## src/rtl/ram_burst_master_if.sv

```systemverilog
// ram_burst_master_if: command, write-stream, read-stream and RAM pin bundle for the burst master.
// Latency: none, wires only.
// Backpressure: req_ready / wr_ready / rd_ready carry the valid-ready handshakes.
interface ram_burst_master_if #(
  parameter int AW = 3,
  parameter int DW = 4
);
  // burst command
  logic          req_valid;
  logic          req_ready;
  logic          req_write;
  logic [AW-1:0] req_addr;
  logic [AW-1:0] req_len;
  // write beat stream from the producer
  logic [DW-1:0] wr_data;
  logic          wr_valid;
  logic          wr_ready;
  // read beat stream to the consumer
  logic [DW-1:0] rd_data;
  logic          rd_valid;
  logic          rd_ready;
  // end-of-burst pulse
  logic          done;
  // block RAM pins
  logic [AW-1:0] ram_addr;
  logic          ram_we;
  logic [DW-1:0] ram_din;
  logic [DW-1:0] ram_dout;

  // burst master side
  modport master (
    input  req_valid, req_write, req_addr, req_len,
    input  wr_data, wr_valid,
    input  rd_ready,
    input  ram_dout,
    output req_ready, wr_ready, rd_data, rd_valid, done,
    output ram_addr, ram_we, ram_din
  );

  // load/store logic and RAM side
  modport slave (
    output req_valid, req_write, req_addr, req_len,
    output wr_data, wr_valid,
    output rd_ready,
    output ram_dout,
    input  req_ready, wr_ready, rd_data, rd_valid, done,
    input  ram_addr, ram_we, ram_din
  );
endinterface

```

## src/rtl/ram_burst_master.sv

```systemverilog
// ram_burst_master: sequences a single-port block RAM (sync write, registered read address) for one burst at a time.
// Latency: write 1 beat/cycle; first read beat 2 cycles after accept, then 1 beat per 2 cycles; done 1 cycle after last beat.
// Backpressure: wr_valid low stalls a write burst; rd_ready low holds the read beat stable; commands taken only in IDLE.
module ram_burst_master #(
  parameter int AW = 3,
  parameter int DW = 4
) (
  input logic                CLK,
  input logic                RST_N,
  ram_burst_master_if.master bus
);

  typedef enum logic [1:0] {
    IDLE    = 2'd0,
    WR      = 2'd1,
    RD_WAIT = 2'd2,
    RD_DATA = 2'd3
  } state_t;

  localparam logic [AW-1:0] ADDR_ONE = AW'(1);

  state_t        state_q, state_d;
  logic [AW-1:0] cur_addr_q, cur_addr_d;
  logic [AW-1:0] cnt_q, cnt_d;
  logic          done_q, done_d;
  logic          last_beat;
  logic [DW-1:0] wr_dat;
  logic [DW-1:0] rd_dat;

  // remaining-beat counter reaches zero on the final beat of the burst
  assign last_beat = (cnt_q == '0);

  // state register; reset aborts any burst in flight without a done pulse
  always_ff @(posedge CLK or negedge RST_N) begin
    if (!RST_N) begin
      state_q    <= IDLE;
      cur_addr_q <= '0;
      cnt_q      <= '0;
      done_q     <= 1'b0;
    end else begin
      state_q    <= state_d;
      cur_addr_q <= cur_addr_d;
      cnt_q      <= cnt_d;
      done_q     <= done_d;
    end
  end

  // next-state: sample the command in IDLE, advance address/count on each accepted beat
  always_comb begin
    state_d    = state_q;
    cur_addr_d = cur_addr_q;
    cnt_d      = cnt_q;
    done_d     = 1'b0;
    case (state_q)
      IDLE: begin
        if (bus.req_valid) begin
          cur_addr_d = bus.req_addr;
          cnt_d      = bus.req_len;
          state_d    = bus.req_write ? WR : RD_WAIT;
        end
      end
      WR: begin
        if (bus.wr_valid) begin
          if (last_beat) begin
            state_d = IDLE;
            done_d  = 1'b1;
          end else begin
            cur_addr_d = cur_addr_q + ADDR_ONE;
            cnt_d      = cnt_q - ADDR_ONE;
          end
        end
      end
      // the RAM latches ram_addr during this cycle, so data is valid next cycle
      RD_WAIT: begin
        state_d = RD_DATA;
      end
      RD_DATA: begin
        if (bus.rd_ready) begin
          if (last_beat) begin
            state_d = IDLE;
            done_d  = 1'b1;
          end else begin
            cur_addr_d = cur_addr_q + ADDR_ONE;
            cnt_d      = cnt_q - ADDR_ONE;
            state_d    = RD_WAIT;
          end
        end
      end
      default: begin
        state_d = IDLE;
      end
    endcase
  end

  // outputs: pure decode of state plus pass-through data paths
  always_comb begin
    wr_dat        = bus.wr_data;
    rd_dat        = bus.ram_dout;
    bus.req_ready = (state_q == IDLE);
    bus.wr_ready  = (state_q == WR);
    bus.ram_we    = (state_q == WR) && bus.wr_valid;
    bus.ram_din   = wr_dat;
    // address held across RD_DATA keeps the RAM output stable under backpressure
    bus.ram_addr  = cur_addr_q;
    bus.rd_valid  = (state_q == RD_DATA);
    bus.rd_data   = rd_dat;
    bus.done      = done_q;
  end

endmodule

```

## src/flat_wrapper.sv

```systemverilog
// flat-port wrapper written by rule: the top's interface ports become plain ports
module ram_burst_master_flat 
#(
  parameter int AW = 3,
  parameter int DW = 4
)
  (CLK, RST_N, bus_req_valid, bus_req_write, bus_req_addr, bus_req_len, bus_wr_data, bus_wr_valid, bus_rd_ready, bus_ram_dout, bus_req_ready, bus_wr_ready, bus_rd_data, bus_rd_valid, bus_done, bus_ram_addr, bus_ram_we, bus_ram_din);
  ram_burst_master_if #(.AW(AW), .DW(DW)) bus_i ();
  input logic CLK;
  input logic RST_N;
  input wire logic [$bits(bus_i.req_valid)-1:0] bus_req_valid;
  input wire logic [$bits(bus_i.req_write)-1:0] bus_req_write;
  input wire logic [$bits(bus_i.req_addr)-1:0] bus_req_addr;
  input wire logic [$bits(bus_i.req_len)-1:0] bus_req_len;
  input wire logic [$bits(bus_i.wr_data)-1:0] bus_wr_data;
  input wire logic [$bits(bus_i.wr_valid)-1:0] bus_wr_valid;
  input wire logic [$bits(bus_i.rd_ready)-1:0] bus_rd_ready;
  input wire logic [$bits(bus_i.ram_dout)-1:0] bus_ram_dout;
  output wire logic [$bits(bus_i.req_ready)-1:0] bus_req_ready;
  output wire logic [$bits(bus_i.wr_ready)-1:0] bus_wr_ready;
  output wire logic [$bits(bus_i.rd_data)-1:0] bus_rd_data;
  output wire logic [$bits(bus_i.rd_valid)-1:0] bus_rd_valid;
  output wire logic [$bits(bus_i.done)-1:0] bus_done;
  output wire logic [$bits(bus_i.ram_addr)-1:0] bus_ram_addr;
  output wire logic [$bits(bus_i.ram_we)-1:0] bus_ram_we;
  output wire logic [$bits(bus_i.ram_din)-1:0] bus_ram_din;
  assign bus_i.req_valid = bus_req_valid;
  assign bus_i.req_write = bus_req_write;
  assign bus_i.req_addr = bus_req_addr;
  assign bus_i.req_len = bus_req_len;
  assign bus_i.wr_data = bus_wr_data;
  assign bus_i.wr_valid = bus_wr_valid;
  assign bus_i.rd_ready = bus_rd_ready;
  assign bus_i.ram_dout = bus_ram_dout;
  assign bus_req_ready = bus_i.req_ready;
  assign bus_wr_ready = bus_i.wr_ready;
  assign bus_rd_data = bus_i.rd_data;
  assign bus_rd_valid = bus_i.rd_valid;
  assign bus_done = bus_i.done;
  assign bus_ram_addr = bus_i.ram_addr;
  assign bus_ram_we = bus_i.ram_we;
  assign bus_ram_din = bus_i.ram_din;
  ram_burst_master #(.AW(AW), .DW(DW)) u_core (.CLK(CLK), .RST_N(RST_N), .bus(bus_i));
endmodule
```

## config.mk

```make
export PLATFORM = sky130hd
export DESIGN_NAME = ram_burst_master_flat
export DESIGN_NICKNAME = d
export VERILOG_FILES = /design/src/rtl/ram_burst_master_if.sv /design/src/rtl/ram_burst_master.sv /design/src/flat_wrapper.sv
export SDC_FILE = /design/constraint.sdc
export NUM_CORES = 1
export LEC_CHECK = 0
export CAP_MARGIN = 30
export CORE_MARGIN = 1
export CORE_UTILIZATION = 45
export DETAILED_ROUTE_END_ITERATION = 8
export DONT_BUFFER_PORTS = 1
export PLACE_DENSITY = 0.67
export SLEW_MARGIN = 5
export SYNTH_ARGS = -nofsm -noshare
export SYNTH_HDL_FRONTEND = slang
export SYNTH_SLANG_ARGS = --single-unit
```

## constraint.sdc

```tcl
create_clock -name CLK -period 2.9 [get_ports CLK]
set_clock_uncertainty 0.2 [all_clocks]
set_input_delay 0.29 -clock CLK [delete_from_list [all_inputs] [get_ports CLK]]
set_output_delay 0.29 -clock CLK [all_outputs]
set_load 0.03 [all_outputs]
```

# Yosys cells after proc, flatten, opt, wreduce, memory -nomap -nowiden
# Cells that the tools add are included.
dict set report word_totals {
  ff_bits 9
  in_bits 20
  out_inout_bits 16
  word_cells 40
}
dict set report classes {
  addsub 2
  eq_ne 7
  n_mux 21
  reduce_logical 6
}
# operator count
set ops {}
lappend ops {{two-way mux 3 bit} 8}
lappend ops {{one-hot mux 3 bit (3 select lines)} 2}
lappend ops {{two-way mux 2 bit} 6}
lappend ops {{one-hot mux 2 bit (4 select lines)} 1}
lappend ops {{AND reduction 4 bit} 2}
lappend ops {{inequality test 2 bit (second input constant)} 3}
lappend ops {{equality test 2 bit (second input constant)} 2}
lappend ops {{adder 3 x 1 -> 3 bit (second input constant)} 1}
lappend ops {{zero test 3 bit} 1}
lappend ops {{two-way mux 1 bit} 3}
lappend ops {{nonzero test 3 bit} 1}
lappend ops {{subtractor 3 x 1 -> 3 bit (second input constant)} 1}
lappend ops {{equality test 2 x 1 -> 1 bit (second input constant)} 1}
lappend ops {{zero test 2 bit} 1}
lappend ops {{inequality test 2 x 1 -> 1 bit (second input constant)} 1}
lappend ops {{one-hot mux 1 bit (2 select lines)} 1}
lappend ops {{logical AND 1 bit} 1}

# Logic depth before layout (Yosys ltp)
dict set report logic_depth {
  ltp_word 4
  depth_mapped 7
}

# Least setup slack after synthesis
# Ideal clock, no wire load.
dict set report synth_path {
  path_type {register to output}
  from {register u_core.state_q[0]}
  to {output bus_ram_we}
  arrival_time_ns 1.439
  t_required_ns 2.410
  path_slack_ns 0.971
  stages_incl_launch_ff 4
  n_path_buf 1
  cell_sequence {dfrtp_1 > buf_2 > nor2b_1 > and2_1}
}
dict set report synth_between {
  elab_chain_cells 2
}
# element line_no
set synth_rtl {}
lappend synth_rtl {{from (decl)} ram_burst_master.sv:22} ;# state_t state_q, state_d;
lappend synth_rtl {{from (signal assigned)} ram_burst_master.sv:41} ;# state_q <= state_d;
lappend synth_rtl {{equality test 2 x 1 -> 1 bit} --}
lappend synth_rtl {{named net bus_wr_ready} flat_wrapper.sv:20} ;# output wire logic [$bits(bus_i.wr_ready)-1:0] bus_wr_ready;
lappend synth_rtl {{logical AND 1 bit} ram_burst_master.sv:101} ;# bus.ram_we = (state_q == WR) && bus.wr_valid;
lappend synth_rtl {{to (decl)} flat_wrapper.sv:25} ;# output wire logic [$bits(bus_i.ram_we)-1:0] bus_ram_we;
# The timed path passes the listed nets, and every way through them passes these cells.

# Worst setup path in the final report
dict set report layout_path {
  from {register u_core.state_q[0]}
  to {output bus_ram_we}
}
dict set report layout_between {
  elab_chain_cells 2
}
# element line_no
set layout_rtl {}
lappend layout_rtl {{equality test 2 x 1 -> 1 bit} ram_burst_master.sv:101}
lappend layout_rtl {{logical AND 1 bit} ram_burst_master.sv:101}
# No other way between the ends.

==> results by group <==
Timing
  – Final worst path period share: 77.0%
  – Final Hold Vio Count: 0
  – Max-slew violations: 0
  – Slew Limit Headroom: 55.1%
  – Final setup violation count: 0
  – Slew @ Worst Pin: 0.674 ns
  – RSZ-0062 raised after global routing: false
  – Shortest period the worst path allows: 2.23 ns
  – TNS Setup: 0 ns
  – FMAX: 448 MHz

Setup path
  – Startpoint Class: flip-flop
  – Crit end category: output port
  – Crit-path leading delay family: flip-flops
  – Slowest stage cell, crit path: dfrtp_1
  – Worst Path Max Fanout: 21
  – Delay of the slowest cell on the worst path: 0.78 ns
  – CP Cell Sequence: nor2b_1, buf_4, and2_1
  – Crit path kind: reg2out
  – Arr. time, crit path: 1.74 ns
  – Worst path buffer plus inverter count: 1
  – Worst Path Required: 2.41 ns

Yosys
  – Yosys top cell area share: 34.8%
  – Synth area leaders: dfrtp_1 35%, buf_4 9.3%, ha_1 5.8%
  – Yosys warnings: 0
  – Mapped Area: 647 sq um
  – Share of the yosys chip area belonging to registers: 34.8%
  – Syn_area_per_cell: 9.37 sq um
  – Dominant cell type by area after synthesis: dfrtp_1
  – Syn Nets: 92
  – Cell count after synthesis: 69
  – Register bit count reported by yosys: 9
  – Library cells used by synthesis: 25

Power
  – Pwr/cell area: 1230 mW/mm^2
  – Max IR drop VDD: 0.417 mV
  – Leakage: 0.302 nW

Run status
  – Status: finished clean

Finish
  – Fraction of layout cells with a size suffix above 1: 12.1%
  – Final Util: 49.6%
  – Register area: 225 sq um
  – Fill cell total of the finished layout: 121
  – Diode count: 0
  – Commonest non-fill, non-tap cells in the layout: 9 x dfrtp_1, 7 x nand2_1, 5 x nor2_1
  – Multi-input gate area: 320 sq um
  – Cell area after layout: 653 sq um
  – P&R area growth vs syn: 0.967%
  – Commonest non-fill, non-tap cell in the layout: dfrtp_1
  – Final #Nets: 90

Floorplanning
  – Die area: 0.00159 sq mm
  – Initial Util: 49.1%
  – IO Pins: 36
  – Core ar.: 0.00132 sq mm
  – Die height: 39.9 microns
  – Die W: 39.9 microns
  – Row cnt: 13

Drt
  – Vias: 456
  – DRC: 0
  – Met2 routed WL: 542 microns
  – Router iterations before antenna repair: 4
  – Antenna-violating nets left: 0
  – Final WL: 1190 microns
  – Vias/cell: 5.63
  – First DRT Iteration DRCs: 12
  – WL met3: 74 microns
  – Routed WL per cell: 14.6 microns
  – M1 wire length: 515 microns
  – Uppermost layer routed: met4

Clock tree
  – Clock transition at path regs: 0.06 ns
  – CTS buffer count: 3
  – CTS tree: yes
  – Clk buf depth: 2
  – Clock root cell: clkbuf_4
  – H-Tree Depth: 1
  – Clock insertion delay at the later pin of the skew report: 0.27 ns
  – Sink Count: 9

Placed design
  – Post-DP HPWL: 786 microns
  – GPL Wtd Cong: 0.721
  – Placed cell area: 587 sq um
  – # port buffers: 0

Global routing
  – Vias in the first global route: 396
  – GRT overflow: 0
  – Global-route wire length before repair: 1790 microns
  – Largest net degree at the start of global routing: 22
  – Gr usage total: 18.3%
  – Initial antenna violation count: 0

Worst hold path
  – HP Class: in2reg

Flow run
  – Max cap viols: 0
[final timing paths]
check / start / endpoint / slack [ns] / cells after the start
setup / recovery: u_core.state_q[0]$_DFFE_PN0P_ / bus_ram_we / 0.67 / 3
hold / removal: bus_req_addr[0] / u_core.bus.ram_addr[0]$_DFFE_PN0P_ / 0.003 / 2
setup reg to reg: u_core.state_q[0]$_DFFE_PN0P_ / u_core.cnt_q[2]$_DFFE_PN0P_ / 0.70 / 4
hold reg to reg: u_core.cnt_q[1]$_DFFE_PN0P_ / u_core.cnt_q[1]$_DFFE_PN0P_ / 0.34 / 2
max in group asynchronous: RST_N / u_core.cnt_q[2]$_DFFE_PN0P_ / 1.99 / 1
min in group asynchronous: RST_N / u_core.bus.done$_DFF_PN0_ / 0.20 / 1
[cells in the mapped netlist]
library cell,n
o21ai_1,3
buf_6,1
a211oi_1,1
nand3b_2,1
o21ai_0,1
o31ai_1,2
nor3b_1,3
ha_1,3
nand3b_1,2
nand2_1,7
buf_4,8
a21bo_2,1
mux2i_1,3
dfrtp_1,9
o22a_1,1
nor2b_1,2
a21oi_1,2
nor2_1,5
mux2_4,1
o211ai_4,1
inv_1,4
o32ai_1,1
and2_1,2
a211o_1,2
buf_2,3
[power by group]
group	internal (mW)	total, mW	switching (mW)
Sequential	0.185	0.325	0.139
Combinational	0.170	0.375	0.205
Clock	0.0534	0.103	0.0499
[logic make-up (layout without fill, tap and decap cells)]
group	Yosys count	in the layout	share of synthesized area [%]
flip-flops	9	9	34.8
buffers and inverters	16	13	15.7
adder cells (fa/ha/maj)	3	3	5.80
AO/OA/AOI/OAI	15	15	18.4
multiplexers	4	4	6.96
AND/OR/NAND/NOR	22	22	18.4
[state kept, by name, indices dropped and copies added, names as in the netlist]
name                 count
u_core.bus.done          1
u_core.bus.ram_addr      3
u_core.cnt_q             3
u_core.state_q           2
[metrics by stage]
| step | power (mW) | instances | hold WS (ns) | worst slack (ns) |
|---|---|---|---|---|
| 2_1_floorplan | 0.679 | 69 | -0.206 | 0.971 |
| 3_3_place_gp | 0.678 | 73 | -0.205 | 0.758 |
| 3_5_place_dp | 0.694 | 73 | -0.205 | 0.732 |
| 4_1_cts | 0.806 | 81 | 0.00115 | 0.689 |
| 5_1_grt | 0.876 | 81 | 0.0264 | 0.556 |
| 6_report | 0.803 | 81 | 0.00251 | 0.668 |
[area by class of cell]
cell class | count | area share, %
flip-flops and latches | 9 | 34.5
multi-input cells | 44 | 49.0
well taps | 15 | 2.87
repair buffers | 5 | 7.28
inverters | 4 | 2.30
clock buffers | 4 | 4.02
[layer usage]
| layer | up-vias | GRT usage [%] |
|---|---|---|
| met5 | - | 0 |
| met4 | 0 | 19.0 |
| met3 | 9 | 5.11 |
| met2 | 14 | 23.8 |
| met1 | 211 | 22.9 |
| li1 | 222 | - |
[timing repair]
| action | CTS | global route |
|---|---|---|
| hold buffers | 4 | 0 |
| resized for setup | 0 | 0 |
| buffers inserted | 0 | 0 |
| endpoints found under the hold margin | 12 | 0 |
| setup endpoints to repair | 0 | 0 |
(Power assumes the default switching activity.)
